--- config.mk ---
export PLATFORM = sky130hd
export DESIGN_NAME = pool_out_writer
export DESIGN_NICKNAME = d
export VERILOG_FILES = /design/src/rtl/pool_out_writer.sv
export SDC_FILE = /design/constraint.sdc
export NUM_CORES = 1
export LEC_CHECK = 0
export CAP_MARGIN = 20
export CELL_PAD_IN_SITES_DETAIL_PLACEMENT = 0
export CELL_PAD_IN_SITES_GLOBAL_PLACEMENT = 1
export CORE_AREA = 2 2 140 142
export CTS_CLUSTER_DIAMETER = 120
export DETAILED_ROUTE_END_ITERATION = 7
export DIE_AREA = 0 0 142 144
export GPL_ROUTABILITY_DRIVEN = 0
export PLACE_DENSITY = 0.82
export SLEW_MARGIN = 25
export SYNTH_ARGS = -nofsm -noshare
export SYNTH_HDL_FRONTEND = slang
export SYNTH_SLANG_ARGS = --single-unit
--- constraint.sdc ---
create_clock -name clk -period 7.8 [get_ports clk]
set_input_delay 1.56 -clock clk [delete_from_list [all_inputs] [get_ports clk]]
set_output_delay 1.56 -clock clk [all_outputs]
set_load 0.02 [all_outputs]
--- src/rtl/pool_out_writer.sv ---
// pool_out_writer: ReLU + rounding requantisation of pooled values, little-endian
// byte packing into 32-bit words, and row-addressed memory writes through a word FIFO.
module pool_out_writer #(
  parameter int N          = 7,
  parameter int OUT_W      = 14,
  parameter int ROWS       = 14,
  parameter int SHIFT      = 4,
  parameter int FIFO_DEPTH = 4,
  parameter int ADDR_W     = 10
) (
  input  logic              clk,
  input  logic              reset,
  input  logic [2*N+1:0]    in_data,
  input  logic              in_valid,
  input  logic              row_fin,
  input  logic              mem_ready,
  output logic              mem_we,
  output logic [ADDR_W-1:0] mem_addr,
  output logic [31:0]       mem_wdata,
  output logic [3:0]        mem_be,
  output logic              busy,
  output logic              done,
  output logic              overflow
);
  localparam int DW  = 2*N + 2;
  localparam int WPR = (OUT_W + 3) / 4;
  localparam int CW  = $clog2(OUT_W + 1);
  localparam int RW  = $clog2(ROWS + 1);
  localparam int XW  = $clog2(WPR + 1);
  localparam int PW  = (FIFO_DEPTH > 1) ? $clog2(FIFO_DEPTH) : 1;

  localparam logic [CW:0]       OUT_W_C = (CW+1)'(OUT_W);
  localparam logic [RW-1:0]     ROWS_C  = RW'(ROWS);
  localparam logic [PW:0]       DEPTH_C = (PW+1)'(FIFO_DEPTH);
  localparam logic [ADDR_W-1:0] WPR_C   = ADDR_W'(WPR);
  localparam logic [DW:0]       HALF_C  = (DW+1)'(2**(SHIFT-1));

  typedef struct packed {
    logic [ADDR_W-1:0] addr;
    logic [31:0]       data;
    logic [3:0]        be;
  } wr_ent_t;

  // stage 1: ReLU, round-half-up shift, saturate
  logic [DW-1:0] relu_x;
  logic [DW:0]   rnd_sum, q_full;
  logic [7:0]    q8;

  assign relu_x  = in_data[DW-1] ? '0 : in_data;
  assign rnd_sum = {1'b0, relu_x} + HALF_C;
  assign q_full  = rnd_sum >> SHIFT;
  assign q8      = (q_full > (DW+1)'(255)) ? 8'hFF : q_full[7:0];

  logic              s1_vld, fin_s1;
  logic [7:0]        s1_q;
  logic [CW-1:0]     col;
  logic [RW-1:0]     row;
  logic [XW-1:0]     word_idx;
  logic [3:0][7:0]   pack;
  logic [3:0]        be;

  wr_ent_t           fifo_mem [FIFO_DEPTH];
  logic [PW-1:0]     wr_ptr, rd_ptr;
  logic [PW:0]       fifo_cnt;

  // A pending row_fin (fin_s1) means the row is closing: new samples and
  // row_fin pulses are judged against the row that follows it.
  logic [RW-1:0] row_eff;
  logic          row_open, accept, fin_take;

  assign row_eff  = fin_s1 ? row + RW'(1) : row;
  assign row_open = row_eff < ROWS_C;
  assign accept   = in_valid && row_open &&
                    (fin_s1 || (({1'b0, col} + (CW+1)'(s1_vld)) < OUT_W_C));
  assign fin_take = row_fin && row_open;

  // stage 2: byte lane merge and push decision
  logic [1:0]      lane;
  logic [3:0][7:0] pack_nxt;
  logic [3:0]      be_nxt;
  logic [CW-1:0]   col_inc;
  logic            word_end, push;
  wr_ent_t         push_ent;

  assign lane    = col[1:0];
  assign col_inc = col + CW'(1);

  always_comb begin
    pack_nxt = pack;
    be_nxt   = be;
    if (s1_vld) begin
      pack_nxt[lane] = s1_q;
      be_nxt[lane]   = 1'b1;
    end
  end

  assign word_end = s1_vld && (lane == 2'd3 || {1'b0, col_inc} == OUT_W_C);
  assign push     = (be_nxt != 4'd0) && (fin_s1 || word_end);
  assign push_ent = {ADDR_W'(row) * WPR_C + ADDR_W'(word_idx), pack_nxt, be_nxt};

  logic fifo_empty, fifo_full, pop, push_ok, drop;

  assign fifo_empty = (fifo_cnt == '0);
  assign fifo_full  = (fifo_cnt == DEPTH_C);
  assign pop        = !fifo_empty && mem_ready;
  assign push_ok    = push && (!fifo_full || pop);
  assign drop       = push && fifo_full && !pop;

  always_ff @(posedge clk or posedge reset) begin
    if (reset) begin
      s1_vld   <= 1'b0;
      fin_s1   <= 1'b0;
      s1_q     <= '0;
      col      <= '0;
      row      <= '0;
      word_idx <= '0;
      pack     <= '0;
      be       <= '0;
      wr_ptr   <= '0;
      rd_ptr   <= '0;
      fifo_cnt <= '0;
      busy     <= 1'b0;
      done     <= 1'b0;
      overflow <= 1'b0;
    end else begin
      s1_vld <= accept;
      fin_s1 <= fin_take;
      if (accept) begin
        s1_q <= q8;
        busy <= 1'b1;
      end

      if (push) begin
        pack     <= '0;
        be       <= '0;
        word_idx <= word_idx + XW'(1);
      end else begin
        pack <= pack_nxt;
        be   <= be_nxt;
      end
      if (s1_vld) col <= col_inc;
      if (fin_s1) begin
        col      <= '0;
        word_idx <= '0;
        row      <= row + RW'(1);
      end

      // row == ROWS implies no stage-2 activity, so an empty FIFO is final
      done <= 1'b0;
      if (row == ROWS_C && fifo_empty) begin
        done <= 1'b1;
        busy <= 1'b0;
        row  <= '0;
      end

      if (push_ok) wr_ptr <= wr_ptr + PW'(1);
      if (pop)     rd_ptr <= rd_ptr + PW'(1);
      case ({push_ok, pop})
        2'b10:   fifo_cnt <= fifo_cnt + (PW+1)'(1);
        2'b01:   fifo_cnt <= fifo_cnt - (PW+1)'(1);
        default: fifo_cnt <= fifo_cnt;
      endcase
      if (drop) overflow <= 1'b1;
    end
  end

  always_ff @(posedge clk) begin
    if (push_ok) fifo_mem[wr_ptr] <= push_ent;
  end

  wr_ent_t head;
  assign head      = fifo_mem[rd_ptr];
  assign mem_we    = !fifo_empty;
  assign mem_addr  = fifo_empty ? '0 : head.addr;
  assign mem_wdata = fifo_empty ? '0 : head.data;
  assign mem_be    = fifo_empty ? '0 : head.be;

endmodule

==> flow_summary.json <==
{
  "worstSetupStartpointType": "register",
  "initial_core_util": 0.531,
  "numClockSinks": 239,
  "grt_first_pass_wirelength_mm": 29.5,
  "totalWireLength_mm": 18.9,
  "drtIter0Drc": 277,
  "relSlewSlack": 0.383,
  "grt_overflow": 0,
  "antenna_found_initial": 0,
  "final_antenna_net_count": 0,
  "clock_latency_ps": 510,
  "rsz0062_at_grt": "false",
  "hold_buffers": 0,
  "switching_power_mw": 1.63,
  "powerDensity_mw_per_mm2": 426,
  "synth_edf_count": 172,
  "cts_tree": "built",
  "fin_area_sq_mm": 0.0117,
  "routedWlPerCell_um": 20.3,
  "htree_levels": 1,
  "syn_area_sq_mm": 0.0101,
  "cpMaxStageDelayCell": "dfrtp_2",
  "postLayoutCoreUtil": 0.615,
  "placed_area_sq_mm": 0.0110,
  "hold_path_class": "register to register",
  "startpoint": "rd_ptr[0]",
  "drc_errors": 0,
  "track_usage": 0.191,
  "skew_ps": 12.1,
  "num_vias": 5292,
  "vdd_ir_drop_max_uv": 255,
  "grt_pass1_vias": 5430,
  "p_leak_nw": 4.27,
  "critPathBufInv": 2,
  "num_antenna_cells": 0,
  "syn_area_per_cell_sq_um": 16.8,
  "cp_top_family": "buffers and inverters",
  "nets": 711,
  "intPower_mw": 3.37,
  "clk_pin_slew_ps": 50,
  "final_cell_mix": "edfxtp_1 (172), and2_1 (78), dfrtp_1 (65)",
  "io_pins": 71,
  "cts-root-buf": "clkbuf_16",
  "timing.fmax_ghz": 0.208,
  "grt_max_degree": 68,
  "crit_path_end_kind": "output pin",
  "setup_violations": 0,
  "area_delta_synth_final_pct": 15.9,
  "combPwrFrac": 0.376,
  "hold_ws_ps": 518,
  "synth_seq_area_share": 0.675,
  "fin_crit_ps": 4810,
  "pwr-share-clk": 0.216,
  "cp.arrival_ps": 3250,
  "cts_buffers": 24,
  "maxSlewViolCount": 0,
  "finalHoldViolations": 0,
  "clockBufferDepth": 3,
  "core_area_sq_mm": 0.0191,
  "layout_commonest_cell": "edfxtp_1",
  "max_stage_delay_ps": 790,
  "hpwl_mm": 11.5,
  "seqPwrFrac": 0.408,
  "drtPass1Iterations": 5,
  "drive_gt1_frac": 0.198,
  "viasPerCell": 5.70,
  "die_y_um": 144,
  "worst-path-max-fanout": 27,
  "p_sw_frac": 0.326,
  "crit_type": "register to output pin",
  "maxCapViolCount": 0,
  "synth_top_flop_cell": "edfxtp_1",
  "cts_resized": 0,
  "tns_ps": 0,
  "synthDistinctLibCells": 49,
  "required_ps": 6240,
  "outcome": "completed",
  "rows": 51,
  "rr_startpoint": "fin_s1",
  "min_from": "overflow",
  "ys_ff_latch": 239,
  "postCtsSetupRepairBufs": 0,
  "synth_cells": 604,
  "dieArea_sq_mm": 0.0204,
  "synthArstFlopShare": 0.280,
  "post-route-period-util": 0.617,
  "die_w_um": 142,
  "synth_warnings": 0,
  "io_buffer_count": 64,
  "crit_chain": "buf_4 > mux4_2 > and2_1 > clkdlybuf4s50_1",
  "tightest_slew_ps": 922
}
## state kept, by name, indices dropped and copies added, names as in the netlist, 2 cells and up
signal / flops
be: 4
col: 4
fifo_cnt: 3
fifo_mem: 172
pack: 32
rd_ptr: 2
row: 4
s1_q: 8
word_idx: 3
wr_ptr: 2
## worst paths after layout
| check | end | slack [ps] | depth (start not counted) |
|---|---|---|---|
| worst max-delay path | mem_be[0] | 2990 | 4 |
| worst min-delay path | overflow | 520 | 1 |
| worst max register to register | fifo_mem[2][32] | 4310 | 5 |
| worst min register to register | overflow | 520 | 1 |
| max in group asynchronous | rd_ptr[0] | 5550 | 3 |
| min in group asynchronous | fifo_cnt[1] | 1630 | 3 |
## layout make-up
cell class / count / area (sq um)
clock buffers: 39 / 698
clock inverters: 4 / 46.3
fillers: 1400 / 7340
inverters: 12 / 45.0
multi-input cells: 325 / 3110
flip-flops and latches: 239 / 6840
well taps: 238 / 298
repair buffers: 72 / 701
## Yosys cell counts (6+ instances only)
library cell / n / area share
edfxtp_1: 172 / 0.51
and2_1: 78 / 0.048
dfrtp_1: 67 / 0.17
mux4_2: 43 / 0.096
mux2_2: 40 / 0.044
nor2_1: 19 / 0.0070
clkbuf_1: 15 / 0.0056
ha_1: 15 / 0.019
nand2_1: 15 / 0.0056
nand3_1: 14 / 0.0069
xnor2_1: 13 / 0.011
inv_1: 12 / 0.0044
o211ai_1: 9 / 0.0067
xor2_1: 9 / 0.0078
and3_1: 7 / 0.0043
nand2b_1: 7 / 0.0043
buf_2: 6 / 0.0030
buf_4: 6 / 0.0044
## power by group through the flow
stage	Combinational, mW	Clock [mW]	Sequential (mW)
after detailed placement	1.91	0	2.07
after CTS	1.92	1.10	2.05
after floorplan	1.32	0	1.93
final	1.88	1.08	2.04
after global placement	1.86	0	2.04
after global routing	2.04	1.15	2.08
## layer usage
metal / vias up / global-route usage / routed length (um)
met5: - / 0 / 0
met4: 0 / 0.0379 / 194
met3: 20 / 0.0341 / 823
met2: 114 / 0.338 / 9750
met1: 2757 / 0.252 / 8130
li1: 2401 / - / -
## kinds of logic after synthesis
kind of cell,synth area share
flops,0.675
simple gates,0.0940
mux,0.145
buf+inv,0.0201
compound gates,0.0240
xor+xnor,0.0206
fa+ha+maj,0.0205
other cells,0.000370
## worst register-to-register path, stage by stage, from the launching register on
cell	delay, ps
dfrtp_1	750
o41ai_1	230
a22oi_1	420
o21a_1	520
and3_2	720
buf_4	500
## per-stage QoR
| stage | power [mW] | worst slack, ps | std cells |
|---|---|---|---|
| detailed placement | 3.98 | 3410 | 886 |
| floorplan | 3.25 | 4190 | 606 |
| global route | 5.27 | 2760 | 929 |
| finish | 5.00 | 2990 | 929 |
| CTS | 5.06 | 2880 | 929 |
| global placement | 3.90 | 3410 | 886 |
(Power assumes the default switching activity.)
